### config.mk
export PLATFORM = sky130hd
export DESIGN_NAME = gauss1d_stream
export DESIGN_NICKNAME = d
export VERILOG_FILES = /design/src/rtl/gauss1d_stream.sv
export SDC_FILE = /design/constraint.sdc
export NUM_CORES = 1
export LEC_CHECK = 0
export ABC_AREA = 1
export ABC_CLOCK_PERIOD_IN_PS = 11300
export BUFFER_PORTS_ARGS = -buffer_cell sky130_fd_sc_hd__buf_2
export CAP_MARGIN = 5
export CORE_MARGIN = 8
export CORE_UTILIZATION = 55
export CTS_BUF_LIST = sky130_fd_sc_hd__clkbuf_4 sky130_fd_sc_hd__clkbuf_8
export DETAILED_ROUTE_END_ITERATION = 10
export PLACE_DENSITY = 0.81
export SYNTH_ARGS = -nofsm -noshare
export SYNTH_HDL_FRONTEND = slang
export SYNTH_SLANG_ARGS = --single-unit
### constraint.sdc
create_clock -name clk -period 11.3 [get_ports clk]
set_input_delay 1.695 -clock clk [delete_from_list [all_inputs] [get_ports clk]]
set_output_delay 1.695 -clock clk [all_outputs]
set_load 0.02 [all_outputs]
### src/rtl/gauss1d_stream.sv
`default_nettype none
// ============================================================================
//  Module      : gauss1d_stream
//  Description : Streaming 1-D Gaussian smoother. Builds a 7-sample sliding
//                window with replicate borders at both ends of each line and
//                applies a 7-tap [1,8,14,18,14,8,1] or 5-tap [1,4,6,4,1]
//                kernel, selected per line. Two-stage pipelined output,
//                optionally normalised by the kernel gain (round-half-up).
//  Revision    : 1.0 - initial release
// ============================================================================
module gauss1d_stream #(
    parameter int DATA_WIDTH = 14,
    parameter int NORMALIZE  = 0
) (
    input  logic                    clk,
    input  logic                    rst_n,
    input  logic                    in_sample_valid,
    input  logic [DATA_WIDTH-1:0]   in_sample_value,
    input  logic                    in_last,
    input  logic                    in_mode,
    output logic                    in_ready,
    output logic [DATA_WIDTH+5:0]   out_event_value,
    output logic                    out_event_valid
);

    localparam int OW = DATA_WIDTH + 6;
    localparam int PW = DATA_WIDTH + 1;

    // Half-kernel widths: number of right-replicate shifts needed per line
    localparam logic [1:0] C_H7 = 2'd3;
    localparam logic [1:0] C_H5 = 2'd2;

    // Kernel weights and rounding offsets at full output width
    localparam logic [OW-1:0] C_K4  = OW'(4);
    localparam logic [OW-1:0] C_K6  = OW'(6);
    localparam logic [OW-1:0] C_K8  = OW'(8);
    localparam logic [OW-1:0] C_K14 = OW'(14);
    localparam logic [OW-1:0] C_K18 = OW'(18);
    localparam logic [OW-1:0] C_R8  = OW'(8);
    localparam logic [OW-1:0] C_R32 = OW'(32);

    typedef enum logic [1:0] {
        ST_IDLE  = 2'd0,
        ST_RUN   = 2'd1,
        ST_FLUSH = 2'd2
    } state_t;

    // ------------------------------------------------------------------
    // Window / control state
    // ------------------------------------------------------------------
    state_t                  state_q;
    logic [DATA_WIDTH-1:0]   win_q [0:6];
    logic                    mode_q;     // 1 = 5-tap for the current line
    logic [1:0]              cnt_q;      // index of the next shift, saturates at H
    logic [1:0]              fcnt_q;     // flush cycles already performed
    logic                    emit_q;     // window just updated holds an output
    logic                    emode_q;    // kernel for the window in emit_q
    logic                    ready_q;

    logic                    accept;
    logic [1:0]              h_cur;

    assign accept   = in_sample_valid && ready_q;
    assign h_cur    = mode_q ? C_H5 : C_H7;
    assign in_ready = ready_q;

    // Line FSM: loads/shifts the window, counts shifts and flags output windows
    always_ff @(posedge clk or negedge rst_n) begin
        if (!rst_n) begin
            state_q <= ST_IDLE;
            for (int i = 0; i < 7; i++) begin
                win_q[i] <= '0;
            end
            mode_q  <= 1'b0;
            cnt_q   <= 2'd0;
            fcnt_q  <= 2'd0;
            emit_q  <= 1'b0;
            emode_q <= 1'b0;
            ready_q <= 1'b0;
        end else begin
            emit_q <= 1'b0;
            case (state_q)
                ST_IDLE: begin
                    ready_q <= 1'b1;
                    if (accept) begin
                        // Shift 0: left-replicate the first sample across the window
                        for (int i = 0; i < 7; i++) begin
                            win_q[i] <= in_sample_value;
                        end
                        mode_q  <= in_mode;
                        emode_q <= in_mode;
                        cnt_q   <= 2'd1;
                        if (in_last) begin
                            state_q <= ST_FLUSH;
                            fcnt_q  <= 2'd0;
                            ready_q <= 1'b0;
                        end else begin
                            state_q <= ST_RUN;
                        end
                    end
                end
                ST_RUN: begin
                    if (accept) begin
                        for (int i = 0; i < 6; i++) begin
                            win_q[i] <= win_q[i+1];
                        end
                        win_q[6] <= in_sample_value;
                        emit_q   <= (cnt_q == h_cur);
                        emode_q  <= mode_q;
                        if (cnt_q != h_cur) begin
                            cnt_q <= cnt_q + 2'd1;
                        end
                        if (in_last) begin
                            state_q <= ST_FLUSH;
                            fcnt_q  <= 2'd0;
                            ready_q <= 1'b0;
                        end
                    end
                end
                ST_FLUSH: begin
                    // Right-replicate: w[6] keeps the last sample of the line
                    for (int i = 0; i < 6; i++) begin
                        win_q[i] <= win_q[i+1];
                    end
                    emit_q  <= (cnt_q == h_cur);
                    emode_q <= mode_q;
                    if (cnt_q != h_cur) begin
                        cnt_q <= cnt_q + 2'd1;
                    end
                    fcnt_q <= fcnt_q + 2'd1;
                    if (fcnt_q == (h_cur - 2'd1)) begin
                        state_q <= ST_IDLE;
                        ready_q <= 1'b1;
                    end
                end
                default: begin
                    state_q <= ST_IDLE;
                    ready_q <= 1'b0;
                end
            endcase
        end
    end

    // ------------------------------------------------------------------
    // Stage 1: symmetric pair sums
    // ------------------------------------------------------------------
    logic [PW-1:0]           pair_a_q;   // outermost pair
    logic [PW-1:0]           pair_b_q;
    logic [PW-1:0]           pair_c_q;   // innermost pair (7-tap only)
    logic [DATA_WIDTH-1:0]   ctr_q;
    logic                    pv_q;
    logic                    pmode_q;

    // Fold the window around its centre so each weight multiplies once
    always_ff @(posedge clk or negedge rst_n) begin
        if (!rst_n) begin
            pair_a_q <= '0;
            pair_b_q <= '0;
            pair_c_q <= '0;
            ctr_q    <= '0;
            pv_q     <= 1'b0;
            pmode_q  <= 1'b0;
        end else begin
            pv_q    <= emit_q;
            pmode_q <= emode_q;
            if (!emit_q) begin
                pair_a_q <= '0;
                pair_b_q <= '0;
                pair_c_q <= '0;
                ctr_q    <= '0;
            end else if (emode_q) begin
                // 5-tap spans w[2..6], centred on w[4]
                pair_a_q <= {1'b0, win_q[2]} + {1'b0, win_q[6]};
                pair_b_q <= {1'b0, win_q[3]} + {1'b0, win_q[5]};
                pair_c_q <= '0;
                ctr_q    <= win_q[4];
            end else begin
                pair_a_q <= {1'b0, win_q[0]} + {1'b0, win_q[6]};
                pair_b_q <= {1'b0, win_q[1]} + {1'b0, win_q[5]};
                pair_c_q <= {1'b0, win_q[2]} + {1'b0, win_q[4]};
                ctr_q    <= win_q[3];
            end
        end
    end

    // ------------------------------------------------------------------
    // Stage 2: weighted sum, optional normalisation, output register
    // ------------------------------------------------------------------
    logic [OW-1:0] raw_d;
    logic [OW-1:0] val_d;

    // Weighted sum; peak is 64*(2^DATA_WIDTH-1), so OW bits never overflow
    always_comb begin
        raw_d = '0;
        if (pmode_q) begin
            raw_d = OW'(pair_a_q) + (OW'(pair_b_q) * C_K4) + (OW'(ctr_q) * C_K6);
        end else begin
            raw_d = OW'(pair_a_q) + (OW'(pair_b_q) * C_K8)
                  + (OW'(pair_c_q) * C_K14) + (OW'(ctr_q) * C_K18);
        end
    end

    // Adding the half-LSB rounding term stays below 2^OW for any input
    generate
        if (NORMALIZE != 0) begin : g_norm
            assign val_d = pmode_q ? ((raw_d + C_R8) >> 4) : ((raw_d + C_R32) >> 6);
        end else begin : g_raw
            assign val_d = raw_d;
        end
    endgenerate

    // Output register: value forced to zero whenever no result is present
    always_ff @(posedge clk or negedge rst_n) begin
        if (!rst_n) begin
            out_event_valid <= 1'b0;
            out_event_value <= '0;
        end else begin
            out_event_valid <= pv_q;
            out_event_value <= pv_q ? val_d : '0;
        end
    end

endmodule
`default_nettype wire

# After elaboration in Yosys (flattened, before gate mapping)
# Cells that the tools add are included.
# classes
addsub	13
n_mul	3
n_eq_ne	11
mux	39
reduce_logical	12
# op_table
cell	n
$pmux W84 S3	1
$mux W98	2
$mux W15	6
$add A14 B14 Y15	5
$mux W20	2
$mux W14	2
$pmux W14 S2	1
$add A19 B19 Y20	1
$add A20 B19 Y20	1
$mux W2	10
$add A15 B18 Y19	1
$add A18 B17 Y19	1
$add A15 B17 Y18	1
$mul A14 B4 Y18 const B	1
$mul A15 B3 Y18 const B	1
$mul A14 B2 Y16 const B	1
$pmux W2 S3	2
$reduce_and A3 Y1	4
$mux W1	9
$ne A2 B2 Y1 const B	4
$pmux W1 S3	2
$add A2 B1 Y2 const B	2
$eq A2 B2 Y1	2
$ne A2 B1 Y1 const B	2
13 further kinds	14
# word_totals
register_bits	190
in_bits	19
word_cells	100

# Logic depth before layout (Yosys ltp)
# logic_depth
depth_word	5
depth_mapped	24
mapped_depth_nobuf	24

# Least setup slack after synthesis
# Ideal clock, no wire load.
# synth_path
path_kind	reg-to-reg
start	register pair_c_q[0]
end	register out_event_value[17]
setup_ps	117
arrival_time_ps	4133
required_ps	11183
slack_ps	7050
stages_incl_launch_ff	22
n_path_buf	0
synth_period_minus_slack_ps	4250
cell_sequence	dfrtp_1 > fa_1 > ha_1 > inv_1 > fa_1 > inv_1 > nand3_1 > nand2_1 > a21oi_1 > xor2_1 > fa_1 > fa_1 > inv_1 > ha_1 > nand2_2 > inv_2 > a21oi_2 > inv_1 > a21oi_2 > nand3_1 > nand3_1 > nand2_1
# synth_via
elab_chain_len	5
# synth_lines
item	line_no	rtl
from (decl)	149	logic [PW-1:0] pair_c_q;
from (signal assigned)	180	pair_c_q <= {1'b0, win_q[2]} + {1'b0, win_q[4]};
$mul A15 B3 Y18	199	+ (OW'(pair_c_q) * C_K14) + (OW'(ctr_q) * C_K18);
$add A19 B19 Y20	199	
$add A20 B19 Y20	199	
$mux W20	195	if (pmode_q) begin
$mux W20	219	out_event_value <= pv_q ? val_d : '0;
to (signal assigned)	219	
to (decl)	22	output logic [DATA_WIDTH+5:0] out_event_value,
# No other way between the ends.
# A chain may end at the register's enable or synchronous reset.

# Worst setup path after layout
# layout_path
start	register pair_c_q[0]
end	register out_event_value[13]
# The elaborated chain is that of the path after synthesis.

==> results.cfg <==
[clocking]
cts.root.buffer_cell = clkbuf_8
clk_latency_ns = 0.49
htreeDepth = 4
postCtsResizedCells = 0
cts_hold_buf = 0
cts-buffers-inserted = 17
clk_pin_slew_ns = 0.10
cts_buffer_depth = 2
cts_tree = yes
cts_sinks = 190
cts_setup_buffers = 0

[routing]
drc_errors = 0
initialDrtViolationCount = 1201
wl_um = 39800
ant_nets = 0
vias_per_cell = 5.49
wl_per_cell_um = 16.1
dr.pass1.iters = 7
via_count = 13500

[worst_setup_path]
crit_family = adder cells
critPathBufInv = 4
crit_type = flop to flop
critPathLaunchType = flop
critical_path_required_ns = 11.69
slowest_stage = fa_1
slowest_delay_ns = 0.55
crit_chain = fa_1 > ha_1 > inv_1 > fa_1 > inv_1 > nand3_1 > nand2_1 > a21oi_1 > xor2_1 > fa_1 > fa_1 > inv_1 > ha_1 > nand2_2 > nor2_2 > nand3_1 > nand3_1 > nand2_1 > nand3_1 > nand2_1 > nand2_1 > inv_1
critPathArrivalTime_ns = 4.99
path_max_fanout = 5
endpoint_kind = flop

[cells_and_area]
fillCellCount = 2609
design_area_mm2 = 0.0162
finalCoreUtilization_pct = 58.8
fin_nets = 2300
finalNonFillerCells = 2468
area_growth_pct = 5.90
drive_above_1_share_pct = 5.36
antenna_cells = 0

[die]
core_mm2 = 0.0276
dieArea_mm2 = 0.0335
boundaryPins = 41
fp-row-count = 61
fp.dieW_um = 183
initial_core_util_pct = 55.5
die_height_um = 183

[sta]
period_minus_slack_ns = 4.60
fin_ws_ns = 6.70
hold_viol = 0
slew_headroom_pct = 32.5
fin_setup_tns_ns = 0
max_freq_ghz = 0.217
rsz0062_at_grt = no
setup_viol = 0
slew_violations = 0
period_share_pct = 40.7
finClkSkew_ns = 0.0207
timing.hold.ws_ns = 0.440
max_slew.worst_pin.slew_ns = 1.01

[grt]
grt_antenna_before_repair = 0
grt_pass1_vias = 12900
track_usage_pct = 24.2
overflow = 0
grt_max_degree = 115
grt_pass1_wl_um = 65100

[placed_design]
place.gp.congestion = 0.946
place_ws_ns = 6.67
place_hpwl_um = 31900
placed_cell_area_mm2 = 0.0158
port_buffers = 40
placed_cells = 2436

[logic_synthesis]
synth-seq-cells = 190
syn_nets = 2280
syn_inst = 2058
synth_top_cell_by_area = dfrtp_1
yosys_warnings = 0
synth.yosys.seq_area_share_pct = 31.0
syn_area_mm2 = 0.0153
ys_top_cells_by_area = dfrtp_1 (31%), nand2_1 (11%), ha_1 (11%)
synth_edf_count = 0
synth.top_cell.area_share_pct = 31.0
ys_types = 45
synth-main-ff-cell = dfrtp_1
syn_area_per_cell_um2 = 7.46
ys_async_sr_fraction_pct = 100

[power_and_ir_drop]
power_frac_comb_pct = 53.6
p_leak_nw = 8.57
p_total_mw = 3.16
internal_power_mw = 1.61
p_per_area_mw_per_mm2 = 195
clkPwrFrac_pct = 14.7
ir_drop_mv = 0.294
switchingPower_mw = 1.55
p_seq_share_pct = 31.6
switching_share_pct = 49.0

[outcome]
outcome = complete, no violations

[min_path]
hold_class = flop to flop

[run]
cap_violations = 0
## state kept, by name, summed over array words and instances (netlist names)
name and cells:
cnt_q 2, ctr_q 14, emit_q 1, emode_q 1, fcnt_q 2, in_ready 1
mode_q 1, out_event_valid 1, out_event_value 20, pair_a_q 15, pair_b_q 15, pair_c_q 15
pmode_q 1, pv_q 1, state_q 2, win_q 98
## final cells by class
cell class | instances | area (um2) | share of cell area (%)
clock buffers | 20 | 263 | 1.62
clock inverters | 11 | 136 | 0.839
inverters | 343 | 1290 | 7.92
multi-input cells | 1479 | 9060 | 55.8
flip-flops and latches | 190 | 4760 | 29.3
well taps | 378 | 473 | 2.91
repair buffers | 47 | 274 | 1.69
## path summary, 6_finish.rpt
check / start / to / slack (ns) / depth (start not counted)
max: pair_c_q[0] / out_event_value[13] / 6.70 / 22
min: pair_a_q[0] / out_event_value[0] / 0.44 / 2
max reg2reg: pair_c_q[0] / out_event_value[13] / 6.70 / 22
min reg2reg: pair_a_q[0] / out_event_value[0] / 0.44 / 2
max in group asynchronous: rst_n / pair_c_q[9] / 8.81 / 2
min in group asynchronous: rst_n / out_event_value[12] / 1.15 / 1
## power by group through the flow
| stage | Clock, mW | Combinational (mW) | Sequential (mW) |
|---|---|---|---|
| global placement | 0 | 1.61 | 1.00 |
| finish | 0.466 | 1.70 | 1.00 |
| floorplan | 0 | 1.30 | 0.967 |
| CTS | 0.473 | 1.67 | 0.997 |
| global route | 0.499 | 1.93 | 1.02 |
| detailed placement | 0 | 1.65 | 1.01 |
## metal layers
layer,global-route usage [%],up-vias,wire [um]
met2,41.4,452,19400
met4,6.60,0,759
li1,-,6688,-
met1,32.0,6341,17500
met5,0,-,0
met3,2.83,65,2230
## kinds of logic (layout without fill, tap and decap cells)
| group | count (synthesis) | count (layout) | share of synthesized area [%] |
|---|---|---|---|
| adder cells (fa/ha/maj) | 203 | 203 | 19.7 |
| XOR/XNOR | 42 | 42 | 2.40 |
| AO/OA/AOI/OAI | 473 | 473 | 16.4 |
| flip-flops | 190 | 190 | 31.0 |
| buffers and inverters | 389 | 421 | 9.97 |
| AND/OR/NAND/NOR | 761 | 761 | 20.5 |
## cells in the mapped netlist (all sizes together), types with 2 or more instances
cell type / count
a21boi: 2
a21o: 8
a21oi: 132
a22o: 3
a31oi: 9
and2: 2
buf: 26
clkbuf: 20
dfrtp: 190
fa: 65
ha: 138
inv: 342
nand2: 479
nand3: 111
nand3b: 6
nand4: 10
nor2: 136
nor3: 16
o211ai: 7
o21a: 3
o21ai: 295
o21bai: 9
xnor2: 16
xor2: 26
## layout by cell type, fill, tap and decap left out, drive strengths merged, types with 3 or more instances in the layout
| master | instances |
|---|---|
| xor2 | 26 |
| xnor2 | 16 |
| nand3b | 6 |
| a22o | 3 |
| buf | 46 |
| dfrtp | 190 |
| o21ai | 295 |
| nor2 | 136 |
| nand4 | 10 |
| a21o | 8 |
| o21bai | 9 |
| clkbuf | 21 |
| inv | 344 |
| nor3 | 16 |
| o21a | 3 |
| o211ai | 7 |
| ha | 138 |
| nand2 | 479 |
| nand3 | 111 |
| clkinv | 6 |
| a31oi | 9 |
| fa | 65 |
| a21oi | 132 |
## worst reg2reg max path: stages, from the launching register on
cell     delay, ns
dfrtp_1       0.44
fa_1          0.55
ha_1          0.19
inv_1         0.09
fa_1          0.43
inv_1         0.10
nand3_1       0.06
nand2_1       0.13
a21oi_1       0.09
xor2_1        0.20
fa_1          0.47
fa_1          0.54
inv_1         0.04
ha_1          0.39
nand2_2       0.13
nor2_2        0.18
nand3_1       0.12
nand3_1       0.10
nand2_1       0.06
nand3_1       0.07
nand2_1       0.05
nand2_1       0.06
inv_1         0.04
Note: power is estimated with default switching activity, not from simulation.
